==> src/rtl/snake_body_ctrl.sv <==
// Snake body generator: owns the segment position vectors, length and heading.
// Advances one grid step per move tick with wrap-around, reversal protection and growth.
module snake_body_ctrl #(
    parameter int SEG_MAX   = 23,
    parameter int COORD_W   = 11,
    parameter int STEP      = 20,
    parameter int X_MAX     = 620,
    parameter int Y_MAX     = 460,
    parameter int START_X   = 320,
    parameter int START_Y   = 240,
    parameter int START_LEN = 3
) (
    input  logic                       clk,
    input  logic                       reset,
    input  logic                       move_tick_i,
    input  logic                       btn_up_i,
    input  logic                       btn_down_i,
    input  logic                       btn_left_i,
    input  logic                       btn_right_i,
    input  logic                       grow_i,
    input  logic                       halt_i,
    output logic [SEG_MAX*COORD_W-1:0] snakepos_x_o,
    output logic [SEG_MAX*COORD_W-1:0] snakepos_y_o,
    output logic [5:0]                 length_o,
    output logic [1:0]                 head_dir_o,
    output logic                       moved_o
);

    typedef enum logic [1:0] {
        UP    = 2'd0,
        DOWN  = 2'd1,
        LEFT  = 2'd2,
        RIGHT = 2'd3
    } dir_e;

    localparam logic [COORD_W-1:0] STEP_C   = COORD_W'(STEP);
    localparam logic [COORD_W-1:0] X_MAX_C  = COORD_W'(X_MAX);
    localparam logic [COORD_W-1:0] Y_MAX_C  = COORD_W'(Y_MAX);
    localparam logic [COORD_W-1:0] SENTINEL = '1;
    localparam logic [5:0]         SEG_MAX_C = 6'(SEG_MAX);

    dir_e dir_q, dir_d, pend_q, pend_d, req_dir, sel_dir;
    logic req_valid, accept, grow_now;
    logic [5:0] len_q, len_d;
    logic grow_pend_q, grow_pend_d, moved_q, moved_d;
    logic [COORD_W-1:0] head_x, head_y;
    logic [COORD_W-1:0] pos_x_q [SEG_MAX];
    logic [COORD_W-1:0] pos_y_q [SEG_MAX];
    logic [COORD_W-1:0] pos_x_d [SEG_MAX];
    logic [COORD_W-1:0] pos_y_d [SEG_MAX];

    // Opposite directions differ only in bit 0, so the reverse is a single bit flip.
    always_comb begin
        req_valid = 1'b1;
        if (btn_up_i)         req_dir = UP;
        else if (btn_down_i)  req_dir = DOWN;
        else if (btn_left_i)  req_dir = LEFT;
        else if (btn_right_i) req_dir = RIGHT;
        else begin
            req_dir   = pend_q;
            req_valid = 1'b0;
        end
        sel_dir = (req_valid && (req_dir != dir_e'(dir_q ^ 2'b01))) ? req_dir : pend_q;
    end

    always_comb begin
        head_x = pos_x_q[0];
        head_y = pos_y_q[0];
        unique case (sel_dir)
            UP:    head_y = (pos_y_q[0] == '0)      ? Y_MAX_C : pos_y_q[0] - STEP_C;
            DOWN:  head_y = (pos_y_q[0] >= Y_MAX_C) ? '0      : pos_y_q[0] + STEP_C;
            LEFT:  head_x = (pos_x_q[0] == '0)      ? X_MAX_C : pos_x_q[0] - STEP_C;
            RIGHT: head_x = (pos_x_q[0] >= X_MAX_C) ? '0      : pos_x_q[0] + STEP_C;
            default: ;
        endcase
    end

    always_comb begin
        accept      = move_tick_i && !halt_i;
        grow_now    = grow_pend_q || grow_i;
        len_d       = len_q;
        dir_d       = dir_q;
        pend_d      = sel_dir;
        grow_pend_d = grow_pend_q;
        moved_d     = accept;
        pos_x_d     = pos_x_q;
        pos_y_d     = pos_y_q;
        if (accept) begin
            if (grow_now && (len_q < SEG_MAX_C)) len_d = len_q + 6'd1;
            dir_d       = sel_dir;
            grow_pend_d = 1'b0;
            pos_x_d[0]  = head_x;
            pos_y_d[0]  = head_y;
            // Slots beyond the new length become dead; on growth the old tail stays live.
            for (int i = 1; i < SEG_MAX; i++) begin
                pos_x_d[i] = (6'(i) < len_d) ? pos_x_q[i-1] : SENTINEL;
                pos_y_d[i] = (6'(i) < len_d) ? pos_y_q[i-1] : SENTINEL;
            end
        end else if (!halt_i && grow_i) begin
            grow_pend_d = 1'b1;
        end
    end

    always_ff @(posedge clk) begin
        if (reset) begin
            for (int i = 0; i < SEG_MAX; i++) begin
                pos_x_q[i] <= (i < START_LEN) ? COORD_W'(START_X - i*STEP) : SENTINEL;
                pos_y_q[i] <= (i < START_LEN) ? COORD_W'(START_Y) : SENTINEL;
            end
            len_q       <= 6'(START_LEN);
            dir_q       <= RIGHT;
            pend_q      <= RIGHT;
            grow_pend_q <= 1'b0;
            moved_q     <= 1'b0;
        end else begin
            pos_x_q     <= pos_x_d;
            pos_y_q     <= pos_y_d;
            len_q       <= len_d;
            dir_q       <= dir_d;
            pend_q      <= pend_d;
            grow_pend_q <= grow_pend_d;
            moved_q     <= moved_d;
        end
    end

    for (genvar g = 0; g < SEG_MAX; g++) begin : g_pack
        assign snakepos_x_o[COORD_W*g +: COORD_W] = pos_x_q[g];
        assign snakepos_y_o[COORD_W*g +: COORD_W] = pos_y_q[g];
    end

    assign length_o   = len_q;
    assign head_dir_o = dir_q;
    assign moved_o    = moved_q;

endmodule

==> config.mk <==
export PLATFORM = sky130hd
export DESIGN_NAME = snake_body_ctrl
export DESIGN_NICKNAME = d
export VERILOG_FILES = /design/src/rtl/snake_body_ctrl.sv
export SDC_FILE = /design/constraint.sdc
export NUM_CORES = 1
export LEC_CHECK = 0
export BUFFER_PORTS_ARGS = -buffer_cell sky130_fd_sc_hd__buf_2
export CAP_MARGIN = 20
export CORE_AREA = 2 2 204 206
export DETAILED_ROUTE_END_ITERATION = 10
export DIE_AREA = 0 0 206 208
export SLEW_MARGIN = 20
export SYNTH_ARGS = -nofsm -noshare
export SYNTH_HDL_FRONTEND = slang
export SYNTH_SLANG_ARGS = --single-unit
==> constraint.sdc <==
create_clock -name clk -period 4.1 [get_ports clk]
set_input_delay 1.025 -clock clk [delete_from_list [all_inputs] [get_ports clk]]
set_output_delay 1.025 -clock clk [all_outputs]
set_load 0.05 [all_outputs]
# Yosys cells after proc, flatten, opt, wreduce, memory -nomap -nowiden
# Index checks and enable logic that the tools add are counted.
# totals
elab_cells	161
reg_bits	518
inputBits	9
# classes
eq_ne	4
reduce_logical	14
addsub	5
magnitude_cmp	25
n_mux	61
n_bitwise	1
# op_table
operator	n
$mux W11	48
$lt A4 B6 Y1 const A	8
$pmux W11 S2	2
$lt A5 B6 Y1 const A	7
$lt A3 B6 Y1 const A	4
$add A11 B5 Y11 const B	2
$logic_not A11 Y1	2
$sub A11 B5 Y11 const B	2
$lt A2 B6 Y1 const A	2
$mux W6	2
$ge A11 B10 Y1 const B	1
$ge A11 B9 Y1 const B	1
$mux W2	5
$add A6 B1 Y6 const B	1
$lt A1 B6 Y1 const A	1
$lt A6 B5 Y1 const B	1
$eq A2 B2 Y1 const B	2
$logic_and A1 B1 Y1	4
$mux W1	4
$reduce_and A2 Y1	2
$reduce_bool A2 Y1	2
$eq A2 B1 Y1 const B	1
$logic_not A2 Y1	1
$ne A2 B2 Y1	1
4 further kinds	4

# Logic depth before layout (Yosys ltp)
# depth
depth_word	10
mapped_depth	9
mapped_depth_nobuf	8

# Worst setup path after synthesis
# Ideal clock, no wire load.
# synth_timing
path_type	input to register
start	input btn_right_i
end	register pos_y_q, in the netlist snakepos_y_o[8]
arrival_ns	2.723
slack_ns	1.290
path_stages	6
setup_ns	0.087
path_cell_list	or3_1 -> and4_1 -> or2_1 -> nor2_1 -> mux2_2 -> o31ai_1
# synth_via
elab_chain_len	10
elab_cells_between_ends	16
cone_classes	2 x eq/ne; 10 x mux; 4 x reduce/logical
# synth_rtl
element	line	source
start: declaration	19	input logic btn_right_i,
$mux W2	58	else if (btn_right_i) req_dir = RIGHT;
$mux W2	57	else if (btn_left_i) req_dir = LEFT;
$mux W2	56	else if (btn_down_i) req_dir = DOWN;
$mux W2	55	if (btn_up_i) req_dir = UP;
$ne A2 B2 Y1	63	sel_dir = (req_valid && (req_dir != dir_e'(dir_q ^ 2'b01))) ? req_dir : pend_q;
$logic_and A1 B1 Y1	63	
$mux W2 *	63	
$eq A2 B1 Y1 or $logic_not A2 Y1 (tied branches)	69	unique case (sel_dir)
$reduce_bool A2 Y1 (no source line)	n/a	
$reduce_and A2 Y1 (no source line)	n/a	
end signal: indexed assignment	108	pos_y_q[i] <= (i < START_LEN) ? COORD_W'(START_Y) : SENTINEL;
end signal: assignment	117	pos_y_q <= pos_y_d;
end: declaration	48	logic [COORD_W-1:0] pos_y_q [SEG_MAX];
# Mark *: on every way between the ends. The rest lies on a longest branch, timed or not.
# A chain may end at the register's enable or synchronous reset.

# Worst setup path after layout
# layout_timing
start	register len_q[0] (netlist: length_o[0])
end	register pos_x_q, in the netlist snakepos_x_o[91]
# layout_via
elab_chain_len	6
elab_cells_between_ends	7
cone_classes	1 x add/sub; 2 x order compare; 3 x mux; 1 x reduce/logical
# layout_rtl
element	line	source
start: declaration	44	logic [5:0] len_q, len_d;
start signal: assignment	110	len_q <= 6'(START_LEN);
start signal: assignment	118	len_q <= len_d;
$lt A6 B5 Y1	89	if (grow_now && (len_q < SEG_MAX_C)) len_d = len_q + 6'd1;
$logic_and A1 B1 Y1	89	
$mux W6 *	89	
$mux W6 *	88	if (accept) begin
$lt A4 B6 Y1 *	96	pos_x_d[i] = (6'(i) < len_d) ? pos_x_q[i-1] : SENTINEL;
$mux W11 *	96	
end signal: indexed assignment	107	pos_x_q[i] <= (i < START_LEN) ? COORD_W'(START_X - i*STEP) : SENTINEL;
end signal: assignment	116	pos_x_q <= pos_x_d;
end: declaration	47	logic [COORD_W-1:0] pos_x_q [SEG_MAX];
# Mark *: on every way between the ends. The rest lies on a longest branch, timed or not. The select of a mux whose other input is x is not followed.

==> run summary <==
Placement Setup Slack - 680 ps
RSZ-0062 raised after global routing - no
Register bit count reported by yosys - 448
Initial Util - 39.0%
Cell variety after synth - 79
Hpwl dp - 38800 um
Final setup viols - 0
Net switching power - 0.00229 W
Synthesized instance count - 1357
Gate power share - 7.0%
H-Tree Depth - 2
Most common cell after layout, fill and taps aside - buf_2
Slew Limit Fails - 0
Vias in the first global route - 12320
Commonest non-fill, non-tap cells in the layout - buf_2, dfxtp_1, o22a_1
Worst Path Max Fanout - 19
Cells after DPL - 2277
DRC - 0
Worst VDD drop - 0.338 mV
Yosys top cell area share - 56.7%
Final Worst Setup Slack - 1350 ps
Asr flop ratio synth - 0%
Int Pwr - 0.00708 W
Ports - 524
CTS tree - yes
GP Congestion - 0.892
Latest clock arrival within the worst-skew pair - 580 ps
Max Fclk - 0.364 GHz
Worst EP required - 4620 ps
Fillers - 3818
Sequential fraction of the synthesis area - 56.7%
Ys Warns - 0
Final Instance Area - 19900 um^2
Core footprint - 40600 um^2
Routed Antenna Nets - 0
Layout area overhead - 25.9%
Mapped Avg Cell Area - 11.7 um^2
Initial DRC count - 602
Vias - 12776
Outcome - complete, no violations
Worst-case clock buffer depth - 3
Final hold violation count - 0
Slew headroom - 31.7%
Drt total wl - 52500 um
WL per Instance - 22.3 um
Die width - 206 um
Seq pwr share - 47.9%
Post-layout net count - 1811
Min-Delay Path Class - reg2reg
Clock root buffer - clkbuf_16
CTS Hold Bufs - 0
Layout cell share with drive strength beyond 1 - 40.9%
Die height - 208 um
Total congestion overflow - 0
Slew @ Worst Pin - 1030 ps
Fin crit share - 67.1%
All-Layer GR Usage - 23.4%
Vias per inst - 5.42
Global-route wire length before repair - 77100 um
Post-synth top area cell - dfxtp_1
Placed cell area - 18400 um^2
Clock power share - 45.1%
CP endpoint kind - flop
Setup Buffers After CTS - 0
Mapped Area - 15800 um^2
Initial antenna violation count - 1
Layout Skew - 32.7 ps
IO buf count - 519
Setup TNS - 0 ps
EDFF count, synth - 0
Net Sw Frac - 24.5%
Clock transition at path regs - 60 ps
Largest net degree at the start of global routing - 108
Final cell count without fillers - 2357
Static leakage - 7.12 nW
Row count - 74
Sink Count - 448
Post-synth top flop - dfxtp_1
CTS buffer count - 47
MaxCap Viol Count - 0
Resized Gates After CTS - 0
Pwr/cell area - 470 nW/um^2
WS Path Type - reg2reg
Detailed Routing Iterations Pass 1 - 5
Final Critical Period - 2750 ps
Critical Path AT - 3270 ps
Die area - 42800 um^2
Post-layout util - 49.1%
CP Launch Type - flop
Top cells by area, synth - dfxtp_1, o22a_1, o22a_2, buf_4, o21ai_0
kinds of logic (layout without fill, tap and decap cells):
kind of cell / after synthesis / count (layout) / synth area share [%]
adders and majority gates: 8 / 8 / 0.633
muxes: 22 / 22 / 1.41
DFF: 448 / 448 / 56.7
buffers and inverters: 190 / 654 / 7.17
and+or+nand+nor: 137 / 137 / 4.38
xor gates and xnor gates: 6 / 6 / 0.332
AOI/OAI and AO/OA: 545 / 545 / 29.4
other: 1 / 5 / 0.0237
worst max-delay path: stages, from the launching register on:
cell,delay [ps]
dfxtp_1,400
ha_1,300
nand3_1,160
nand3_2,140
o21ai_2,470
a22oi_1,150
o21ai_2,820
o22a_1,270
power by group through the flow:
stage | sequential (W) | clock [W] | combinational, W
after floorplan | 0.00470 | 0 | 0.000353
after global placement | 0.00458 | 0 | 0.000648
after detailed placement | 0.00458 | 0 | 0.000650
after CTS | 0.00449 | 0.00431 | 0.000651
after global routing | 0.00449 | 0.00450 | 0.000697
final | 0.00449 | 0.00423 | 0.000654
synthesized netlist by cell type (4+ instances only):
| cell | n |
|---|---|
| or3_1 | 5 |
| nor3_1 | 12 |
| ha_1 | 8 |
| o22a_2 | 86 |
| nand3_1 | 14 |
| nand2_1 | 23 |
| o21ai_0 | 43 |
| a22oi_1 | 5 |
| o21ai_2 | 11 |
| buf_6 | 11 |
| a21o_1 | 4 |
| o22a_1 | 310 |
| xnor2_1 | 5 |
| buf_4 | 76 |
| nor2b_1 | 5 |
| and3_1 | 4 |
| nand4_1 | 5 |
| nor2_1 | 43 |
| a21oi_1 | 25 |
| a31oi_1 | 6 |
| inv_1 | 24 |
| buf_2 | 15 |
| o211ai_1 | 4 |
| dfxtp_1 | 448 |
| buf_1 | 4 |
| clkbuf_1 | 56 |
| mux2i_1 | 20 |
| nand2b_1 | 4 |
| nor4_1 | 4 |
worst paths after layout:
check                                 startpoint  slack (ps)  depth (start not counted)                             end
hold / removal    snakepos_x_o[245]$_SDFFE_PP1P_         480                          1  snakepos_x_o[245]$_SDFFE_PP1P_
setup reg to reg        length_o[0]$_SDFFE_PP1P_        1350                          7   snakepos_x_o[91]$_SDFFE_PP1P_
hold reg to reg   snakepos_x_o[245]$_SDFFE_PP1P_         480                          1  snakepos_x_o[245]$_SDFFE_PP1P_
setup / recovery        length_o[0]$_SDFFE_PP1P_        1350                          7   snakepos_x_o[91]$_SDFFE_PP1P_
through the flow:
step / hold WS, ps / total power (W)
2_1_floorplan: 514 / 0.00506
3_3_place_gp: 458 / 0.00523
3_5_place_dp: 466 / 0.00523
4_1_cts: 480 / 0.00945
5_1_grt: 495 / 0.00969
6_report: 477 / 0.00937
routing by layer:
metal | share of wire [%] | wire (um) | track usage (%) | vias up
met5 | 0 | 0 | 0 | -
met4 | 3.1 | 1640 | 8.84 | 0
met3 | 8.6 | 4500 | 7.39 | 86
met2 | 48 | 25400 | 39.9 | 483
met1 | 40 | 21000 | 27.2 | 6221
li1 | - | - | - | 5986
layout make-up:
cell class | count | area [um^2] | area share, %
diodes | 1 | 2.50 | 0.0126
clock buffers | 64 | 1360 | 6.83
clock inverters | 15 | 173 | 0.867
inverters | 24 | 90.1 | 0.452
multi-input cells | 722 | 5750 | 28.9
flip-flops and latches | 448 | 8970 | 45.0
well taps | 532 | 666 | 3.34
repair buffers | 551 | 2910 | 14.6
flip-flops by register name, summed over array words and instances, names as in the netlist:
signal        count
pend_q            2
head_dir_o        2
snakepos_y_o    216
snakepos_x_o    220
length_o          6
grow_pend_q       1
moved_o           1
Note: power is estimated with default switching activity, not from simulation.
